File: src/rtl/alineador_comas.sv
// K28.5 comma aligner: finds the 10-bit symbol boundary in the serial
// receive stream and hands aligned symbols to the 8b/10b decoder.
module alineador_comas #(
    parameter int COMMA_CONF   = 3,
    parameter int MISALIGN_MAX = 4
) (
    input  logic       clkRx,
    input  logic       rst,
    input  logic       enb,
    input  logic       rxIdle,
    input  logic       serialIn,
    output logic [9:0] symbolOut,
    output logic       symbolValid,
    output logic       k_out,
    output logic       locked,
    output logic [1:0] alignState
);

    typedef enum logic [1:0] {
        SEARCH  = 2'b00,
        CONFIRM = 2'b01,
        LOCKED  = 2'b10
    } state_t;

    localparam logic [9:0] K28M   = 10'b0011111010;
    localparam logic [9:0] K28P   = 10'b1100000101;
    localparam logic [3:0] CONF_N = 4'(COMMA_CONF);
    localparam logic [3:0] ERR_N  = 4'(MISALIGN_MAX);

    state_t     state;
    state_t     stateNext;
    logic [9:0] sr;
    logic [3:0] cnt;
    logic [3:0] cntNext;
    logic [3:0] confCnt;
    logic [3:0] confNext;
    logic [3:0] errCnt;
    logic [3:0] errNext;
    logic       comma;
    logic       boundary;
    logic       emit;

    assign comma    = (sr == K28M) || (sr == K28P);
    assign boundary = (cnt == 4'd9) && (state != SEARCH);

    always_comb begin
        stateNext = state;
        cntNext   = (cnt == 4'd9) ? 4'd0 : cnt + 4'd1;
        confNext  = confCnt;
        errNext   = errCnt;
        emit      = 1'b0;
        // Line idle wins over any comma event in the same cycle
        if (rxIdle) begin
            stateNext = SEARCH;
            confNext  = 4'd0;
            errNext   = 4'd0;
        end else begin
            unique case (state)
                SEARCH: begin
                    if (comma) begin
                        cntNext   = 4'd0;
                        confNext  = 4'd1;
                        errNext   = 4'd0;
                        stateNext = (CONF_N == 4'd1) ? LOCKED : CONFIRM;
                    end
                end
                CONFIRM: begin
                    if (comma && boundary) begin
                        confNext = confCnt + 4'd1;
                        if (confCnt + 4'd1 >= CONF_N) begin
                            stateNext = LOCKED;
                            errNext   = 4'd0;
                        end
                    end else if (comma) begin
                        cntNext  = 4'd0;
                        confNext = 4'd1;
                    end
                end
                LOCKED: begin
                    if (boundary) begin
                        emit = 1'b1;
                        if (comma) errNext = 4'd0;
                    end else if (comma) begin
                        // No realign while locked: only count the stray comma
                        if (errCnt + 4'd1 >= ERR_N) begin
                            stateNext = SEARCH;
                            confNext  = 4'd0;
                            errNext   = 4'd0;
                        end else begin
                            errNext = errCnt + 4'd1;
                        end
                    end
                end
                default: stateNext = SEARCH;
            endcase
        end
    end

    always_ff @(posedge clkRx or negedge rst) begin
        if (!rst) begin
            sr          <= '0;
            cnt         <= '0;
            confCnt     <= '0;
            errCnt      <= '0;
            state       <= SEARCH;
            symbolOut   <= '0;
            symbolValid <= 1'b0;
            k_out       <= 1'b0;
            locked      <= 1'b0;
            alignState  <= 2'b00;
        end else if (enb) begin
            sr          <= {sr[8:0], serialIn};
            cnt         <= cntNext;
            confCnt     <= confNext;
            errCnt      <= errNext;
            state       <= stateNext;
            symbolValid <= emit;
            k_out       <= emit & comma;
            locked      <= (stateNext == LOCKED);
            alignState  <= stateNext;
            if (emit) symbolOut <= sr;
        end else begin
            symbolValid <= 1'b0;
            k_out       <= 1'b0;
        end
    end

endmodule

File: config.mk
export PLATFORM = sky130hd
export DESIGN_NAME = alineador_comas
export DESIGN_NICKNAME = d
export VERILOG_FILES = /design/src/rtl/alineador_comas.sv
export SDC_FILE = /design/constraint.sdc
export NUM_CORES = 1
export LEC_CHECK = 0
export CAP_MARGIN = 20
export CORE_MARGIN = 2
export CORE_UTILIZATION = 56
export CTS_CLUSTER_SIZE = 28
export DETAILED_ROUTE_END_ITERATION = 10
export PLACE_DENSITY = 0.79
export SYNTH_ARGS = -nofsm -noshare
export SYNTH_HDL_FRONTEND = slang
export SYNTH_SLANG_ARGS = --single-unit
File: constraint.sdc
create_clock -name clkRx -period 3 [get_ports clkRx]
set_input_delay 0.3 -clock clkRx [delete_from_list [all_inputs] [get_ports clkRx]]
set_output_delay 0.3 -clock clkRx [all_outputs]
set_load 0.03 [all_outputs]
**Yosys cells after proc, flatten, opt, wreduce, memory -nomap -nowiden**

Index checks and enable logic that the tools add are counted.

- Memory bits (read-only): 0
- Latch bits: 0
- Input bits: 5
- Bits in writable memories: 0
- Logic and storage cells: 69
- Bits in registers: 37
- Memories: 0
- Output and inout port bits: 15

- Multiply operators: 0
- Mux-type cells: 33
- Magnitude comparators: 2
- Div/mod/pow operators: 0
- Bitwise operators: 1
- Reductions and logical operators: 9
- Shifts and indexed selects: 0
- Add/subtract/negate cells: 3
- Equality and inequality tests: 12

Operator list:

| operator | number |
|---|---|
| 2-to-1 mux 4 bit | 17 |
| case mux 4 bit (3 select lines) | 2 |
| inequality test 3 bit, second input constant | 5 |
| 2-to-1 mux 2 bit | 7 |
| adder 4 x 1 -> 4 bit, second input constant | 3 |
| equality test 10 bit, second input constant | 1 |
| equality test 10 x 8 -> 1 bit, second input constant | 1 |
| AND reduction 5 bit | 2 |
| case mux 4 bit (2 select lines) | 1 |
| case mux 2 bit (3 select lines) | 1 |
| 2-to-1 mux 1 bit | 5 |
| equality test 2 bit, second input constant | 2 |
| equality test 4 bit, second input constant | 1 |
| greater-or-equal comparator 4 x 2 -> 1 bit, second input constant | 1 |
| greater-or-equal comparator 4 x 3 -> 1 bit, second input constant | 1 |
| inequality test 4 bit, second input constant | 1 |
| nonzero test 4 bit | 1 |
| equality test 2 x 1 -> 1 bit, second input constant | 1 |
| logical AND 1 bit | 2 |
| zero test 2 bit | 1 |
| AND reduction 2 bit | 1 |
| nonzero test 2 bit | 1 |
| AND 1 bit | 1 |
| logical OR 1 bit | 1 |

**Depth between registers and ports, before layout**

Gate-level depths: netlist (run 1).

- Depth after elaboration: 8
- Mapped depth: 7
- Mapped depth without buffers: 7

**Least setup slack after synthesis (run 1)**

No wires, ideal clock.

- Kind: register to register
- Start: register state[0]
- End: register symbolOut[2]
- Stages on the path, launching flop included: 7
- Required time: 2,875 ps
- Clock period less this slack: 2,401 ps
- Setup time: 125 ps
- Setup slack: 599 ps
- Arrival time: 2,276 ps
- Path buffers: 1
- Cells stage by stage: dfrtp_1 > inv_1 > ha_1 > or4b_4 > nor4_4 > buf_4 > mux2_2

- Cells in the longest elaborated chain, start to end: 6
- Elaborated cells on any way between the ends: 7
- Those cells by class: eq/ne: 1; mux: 3; reduce/logical: 3

Ends and longest elaborated chain:

| what | RTL line | text |
|---|---|---|
| start: declaration | 30 | `state_t state;` |
| start signal: assignment | 116 | `state <= stateNext;` |
| nonzero test 2 bit | 44 | `assign boundary = (cnt == 4'd9) && (state != SEARCH);` |
| logical AND 1 bit | 44 |  |
| 2-to-1 mux 1 bit | 80 | `if (boundary) begin` |
| 2-to-1 mux 1 bit * | 58 | `unique case (state)` |
| 2-to-1 mux 1 bit * | 53 | `if (rxIdle) begin` |
| AND reduction 2 bit (no source line) * | - |  |
| end signal: assignment | 121 | `if (emit) symbolOut <= sr;` |
| end: declaration | 12 | `output logic [9:0] symbolOut,` |

Mark *: on every way between the ends. The rest lies on a longest branch, timed or not.
A chain may end at the register's enable or synchronous reset.

**Worst setup path in the final report (run 1)**

- Start: register state[1]
- End: register symbolOut[2]

Same word-level chain as after synthesis.

==> results of run 1 <==
## layout by cell type, fill, tap and decap left out, types with 4 or more instances in the layout
| master | count |
|---|---|
| dfrtp_1 | 37 |
| mux2_2 | 21 |
| clkdlybuf4s50_1 | 19 |
| inv_1 | 9 |
| nand2_1 | 7 |
| ha_1 | 7 |
| nor2_1 | 6 |
| o21ai_0 | 6 |
| nand3_1 | 5 |
| nor3_1 | 5 |
| clkbuf_4 | 5 |
| a21oi_1 | 4 |
| o31ai_1 | 4 |
| buf_4 | 4 |
## area by class of cell
cell class              instances  area (µm²)  share of cell area [%]
clock inverters                 1        5.00                   0.217
repair buffers                 23         220                    9.56
flip-flops and latches         37         926                    40.2
multi-input cells             119         996                    43.2
well taps                      46        57.6                    2.50
clock buffers                   7        65.1                    2.82
inverters                       9        33.8                    1.47
## stage by stage
stage	util [%]	std cells	hold slack, ns	setup WS (ns)
final	68.0	242	0.360	0.656
after global routing	68.0	242	0.397	0.560
after CTS	68.0	242	0.371	0.678
after detailed placement	65.9	234	0.496	0.699
after global placement	65.9	234	0.494	0.792
after floorplan	-	170	0.00441	0.599
## flip-flops by register name (all words and copies together), names as in the netlist
signal       cells
sr              10
symbolOut       10
cnt              4
confCnt          4
errCnt           4
state            2
k_out            1
locked           1
symbolValid      1
## power groups by stage
stage	logic (mW)	registers (mW)	clock network, mW
after floorplan	0.150	0.642	0
after global placement	0.177	0.661	0
after detailed placement	0.189	0.672	0
after CTS	0.192	0.662	0.308
after global routing	0.212	0.679	0.334
final	0.191	0.664	0.298
## cells in the mapped netlist, types with 3 or more instances
cell type	number	area, µm²
nand2_1	7	26.3
o21ai_0	6	30.0
nand4_1	3	18.8
inv_1	9	33.8
nor4_1	3	18.8
ha_1	7	87.6
a21oi_1	4	20.0
nand3_1	5	25.0
nor2_1	6	22.5
mux2_2	21	236
nor3_1	5	25.0
nor2b_1	3	18.8
buf_6	3	33.8
dfrtp_1	37	926
o31ai_1	4	30.0
## worst paths after layout
| path | depth (start not counted) | start | slack [ns] | to |
|---|---|---|---|---|
| min | 2 | rst | 0.36 | locked |
| max reg2reg | 6 | state[1] | 0.66 | symbolOut[2] |
| min reg2reg | 1 | errCnt[0] | 0.51 | errCnt[0] |
| max in group asynchronous | 2 | rst | 2.32 | sr[1] |
| min in group clkRx | 1 | errCnt[0] | 0.51 | errCnt[0] |
| max | 6 | state[1] | 0.66 | symbolOut[2] |
## kinds of logic (layout without fill, tap and decap cells)
group	after synthesis	in the layout	share of synthesized area, %
xor gates and xnor gates	1	1	0.434
buffers and inverters	14	40	4.71
and+or+nand+nor	54	54	18.5
AOI/OAI and AO/OA	35	35	13.8
DFF	37	37	45.9
muxes	22	22	12.2
adders and majority gates	7	7	4.34
## routing by layer
metal | vias to the layer above | track usage [%]
met5 | - | 0
met4 | 0 | 7.07
met3 | 4 | 4.93
met2 | 46 | 37.5
met1 | 727 | 26.3
li1 | 686 | -
==> run metrics, run 1 <==
CTS tree built; Worst Path Arrival 2.57 ns; Comb pwr share around 17%; post-cts resize count 0; DIE HEIGHT approximately 64 µm; initial core utilization about three fifths; CP Launch Type register; floorplan core area 3390 µm²; Die X ~64 µm; WP buf/inv 2; RSZ-0062 raised after global routing false; sw frac roughly 30%; CP required 3.23 ns; # clock sinks 37; Post-CTS Hold Buffers 0; hpwl dp 2830 µm; I/O pin count 20; Post-Layout Inst Area about 2300 µm²; Reg power frac between 50% and 60%; routed wl met2 2050 µm; Hold Violations, Final 0; number of buffers created by CTS 5; Clock transition at path regs 0.11 ns; first-pass GRT wire length 6840 µm; LEAKAGE 0.980 nW; wire length per cell 16.3 µm; Final #Nets 207; Top FF cell, synth dfrtp_1; Max IR drop VDD 0.351 mV; FILL cells 267; M1 WL 1670 µm; CTS H-tree depth 2; cell row count 21; Synth cell types 55; Slew Viols, Final 0; Setup Buffers After CTS 0; Area Growth Syn to Fin 14.2%; setup TNS 0 ns; Syn Inst Count 170; family with the most delay on the worst path simple AND/OR/NAND/NOR gates; Relative slew margins 58.4%; vias in the first global route 1480; Final ANT Viol Nets 0; Largest stage delay, worst path 0.60 ns; FFs w/ async S/R, synth 100%; fmax 427 MHz; slowest cell on the critical path or4b_4; number of synthesized flops with an enable pin 0; sequential fraction of the synthesis area 45.9%; DRC Markers 0; post-synthesis instance area 2020 µm²; Port Buffers 19; Min-Delay Path Class input pin to async pin; share of cells above drive strength 1 24.0%; overall routing resource usage 21.6%; Root Buffer clkbuf_4; CTS Buffer Depth 2; total gr overflow 0; Slew @ Worst Pin 0.620 ns; Placer Congestion 0.866; ant diodes 0; synthesized flop and latch total 37; kind of critical path register to register; total power 1.15 mW; Max FO, Critical Path 12; Fin Clk Skew 0.00829 ns; placed standard-cell area 2230 µm²; max_cap viols 0; net count after synthesis 182; Synth warnings 0; Power Density 500 nW/µm²; drt first pass iters 4; Critical Path, Cell by Cell inv_1, ha_1, or4b_4, nor4_4, buf_4, mux2_2; final setup fails 0; Period minus WS final around 2.3 ns; vias roughly 1500; initial antenna violation count 0; largest net degree at the start of global routing 38; drt initial violations 69; Avg Synthesized Cell Area 11.9 µm²; switching pwr approximately 0.35 mW; die area 4100 µm²; CP Capture Type register; status complete, no violations; Clk pwr share 25.9%; drt total wl 3950 µm; DR WL met3 187 µm; later-pin clock latency in the skew report 0.34 ns; cell internal pwr 0.801 mW; drt via density 6.05; final period utilization 78.1%; max layer used met4
(Power assumes the default switching activity.)
==> run 2: changes to the inputs <==
- clock period: 3 -> 2.2 ns (I/O delays scaled with it)
==> run 2 against run 1 <==
Clock power rose by 22%; highest routed layer unchanged; largest cell class unchanged; sequential power rose by 36%; non-clock buffer count rose by 5; sequential share of layout area fell by 0.89 points; power rose by 32%.
==> run metrics, run 2 (synthesis results as in run 1) <==
hpwl dp 2900 µm (was 2830 µm); Worst Path Arrival 2.37 ns (was 2.57 ns); kind of critical path register to register (unchanged); FF-to-FF setup slack 0.06 ns (was 0.66 ns); CP Launch Type register (unchanged); CTS Buffer Depth 2 (unchanged); initial antenna violation count 0 (unchanged); total power 1.53 mW (was 1.15 mW); commonest non-fill, non-tap cell in the layout dfrtp_1 (unchanged); final setup fails 0 (unchanged); most frequent cells in the layout dfrtp_1, mux2_2, clkdlybuf4s50_1, buf_4 (was dfrtp_1, mux2_2, clkdlybuf4s50_1, inv_1); Max IR drop VDD 0.472 mV (was 0.351 mV); drt total wl 4040 µm (was 3950 µm); Power Density 646 nW/µm² (was 500 nW/µm²); Fin Clk Skew 0.0180 ns (was 0.00829 ns); Die X 64.0 µm (unchanged); total gr overflow 0 (unchanged); Period minus WS final 2.14 ns (was 2.34 ns); floorplan core area 3390 µm² (unchanged); die area 4100 µm² (unchanged); Port Buffers 19 (unchanged); ant diodes 0 (unchanged); number of buffers created by CTS 5 (unchanged); top flop regs sr (10), symbolOut (10) (unchanged); Area Growth Syn to Fin 17.1% (was 14.2%); max_cap viols 0 (unchanged); cell row count 21 (unchanged); Placer Congestion 0.865 (was 0.866); later-pin clock latency in the skew report 0.34 ns (about the same); drt via density 5.99 (was 6.05); Relative slew margins 69.9% (was 58.4%); first-pass GRT wire length 7180 µm (was 6840 µm); post-layout util 69.7% (was 68.0%); Post-CTS Hold Buffers 0 (unchanged); share of cells above drive strength 1 28.0% (was 24.0%); Final #Nets 212 (was 207); vias 1473 (was 1463); post-place setup slack 0.0855 ns (was 0.699 ns); Setup WS post-layout 0.0606 ns (was 0.656 ns); I/O pin count 20 (unchanged); DIE HEIGHT 64.0 µm (unchanged); Slew @ Worst Pin 0.451 ns (was 0.620 ns); LEAKAGE 1.00 nW (was 0.980 nW); Hold Violations, Final 0 (unchanged); overall routing resource usage 22.5% (was 21.6%); initial core utilization 59.5% (unchanged); DRC Markers 0 (unchanged); CP required 2.43 ns (was 3.23 ns); status complete, no violations (unchanged); Max FO, Critical Path 12 (unchanged); Root Buffer clkbuf_4 (unchanged); RSZ-0062 raised after global routing false (unchanged); drt initial violations 125 (was 69); wire length per cell 16.4 µm (was 16.3 µm); CTS tree built (unchanged); CTS H-tree depth 2 (unchanged); setup TNS 0 ns (unchanged); fmax 467 MHz (was 427 MHz); drt first pass iters 4 (unchanged); final period utilization 97.2% (was 78.1%); Slew Viols, Final 0 (unchanged); vias in the first global route 1558 (was 1480); Min-Delay Path Class input pin to async pin (unchanged); Clock transition at path regs 0.11 ns (about the same); # clock sinks 37 (unchanged); CP Capture Type register (unchanged); Final ANT Viol Nets 0 (unchanged); largest net degree at the start of global routing 38 (unchanged)
## run 2: cell count changes in the layout (fill, tap and decap cells not counted), sizes merged
cell	previous run	this run
buf	4	9
clkinv	1	0
## run 2: metrics by stage
| step | area (µm²) | hold WS (ns) | cells |
|---|---|---|---|
| 4_1_cts | 2350 | 0.297 | 246 |
| 6_report | 2360 | 0.290 | 246 |
| 3_3_place_gp | 2300 | 0.490 | 239 |
| 3_5_place_dp | 2300 | 0.499 | 239 |
| 2_1_floorplan | 2030 | -0.0756 | 170 |
| 5_1_grt | 2360 | 0.314 | 246 |
## run 2: layout make-up
cell class                 count  area (µm²)
clock buffer                   7        55.1
inverter                       9        33.8
fill                         240        1030
multi-input combinational    119        1020
tap                           46        57.6
sequential                    37         928
timing repair buffer          28         270
## run 2: final timing paths
check,from,end,cells past startpoint
min in group clkRx,serialIn,sr[0],2
min,rst,confCnt[1],2
max reg2reg,state[0],symbolOut[1],6
max in group asynchronous,rst,state[1],2
min reg2reg,symbolOut[5],symbolOut[5],1
max,state[0],symbolOut[1],6
## run 2: timing repair
action                                  in CTS  in global routing
resized for setup                            0                  2
setup buffers                                0                  0
endpoints found under the setup margin       0                  2
## run 2: where the power goes
part	total, mW	internal, mW	switching, mW
clock	0.364	0.151	0.213
sequential	0.901	0.773	0.127
combinational	0.261	0.139	0.122
total	1.53	1.06	0.462
## run 2: critical path: stages, from the launching register on
cell and delay [ns]:
dfrtp_2 0.44, inv_2 0.08, ha_4 0.19, or4b_4 0.58, nor4_4 0.21, buf_12 0.18
mux2_2 0.34
## run 2: per-layer routing
layer | up-vias | wire [µm] | global-route usage [%] | share of wire [%]
met5 | - | 0 | 0 | 0
met4 | 0 | 23 | 7.07 | 0.57
met3 | 2 | 170 | 5.99 | 4.2
met2 | 41 | 2080 | 39.3 | 51
met1 | 729 | 1770 | 26.9 | 44
li1 | 701 | - | - | -
==> run 3: changes to the inputs <==
- CAP_MARGIN: 20 -> 0
==> results of run 3 <==
No change in the layout: final DEF, timing and power equal those of run 2.
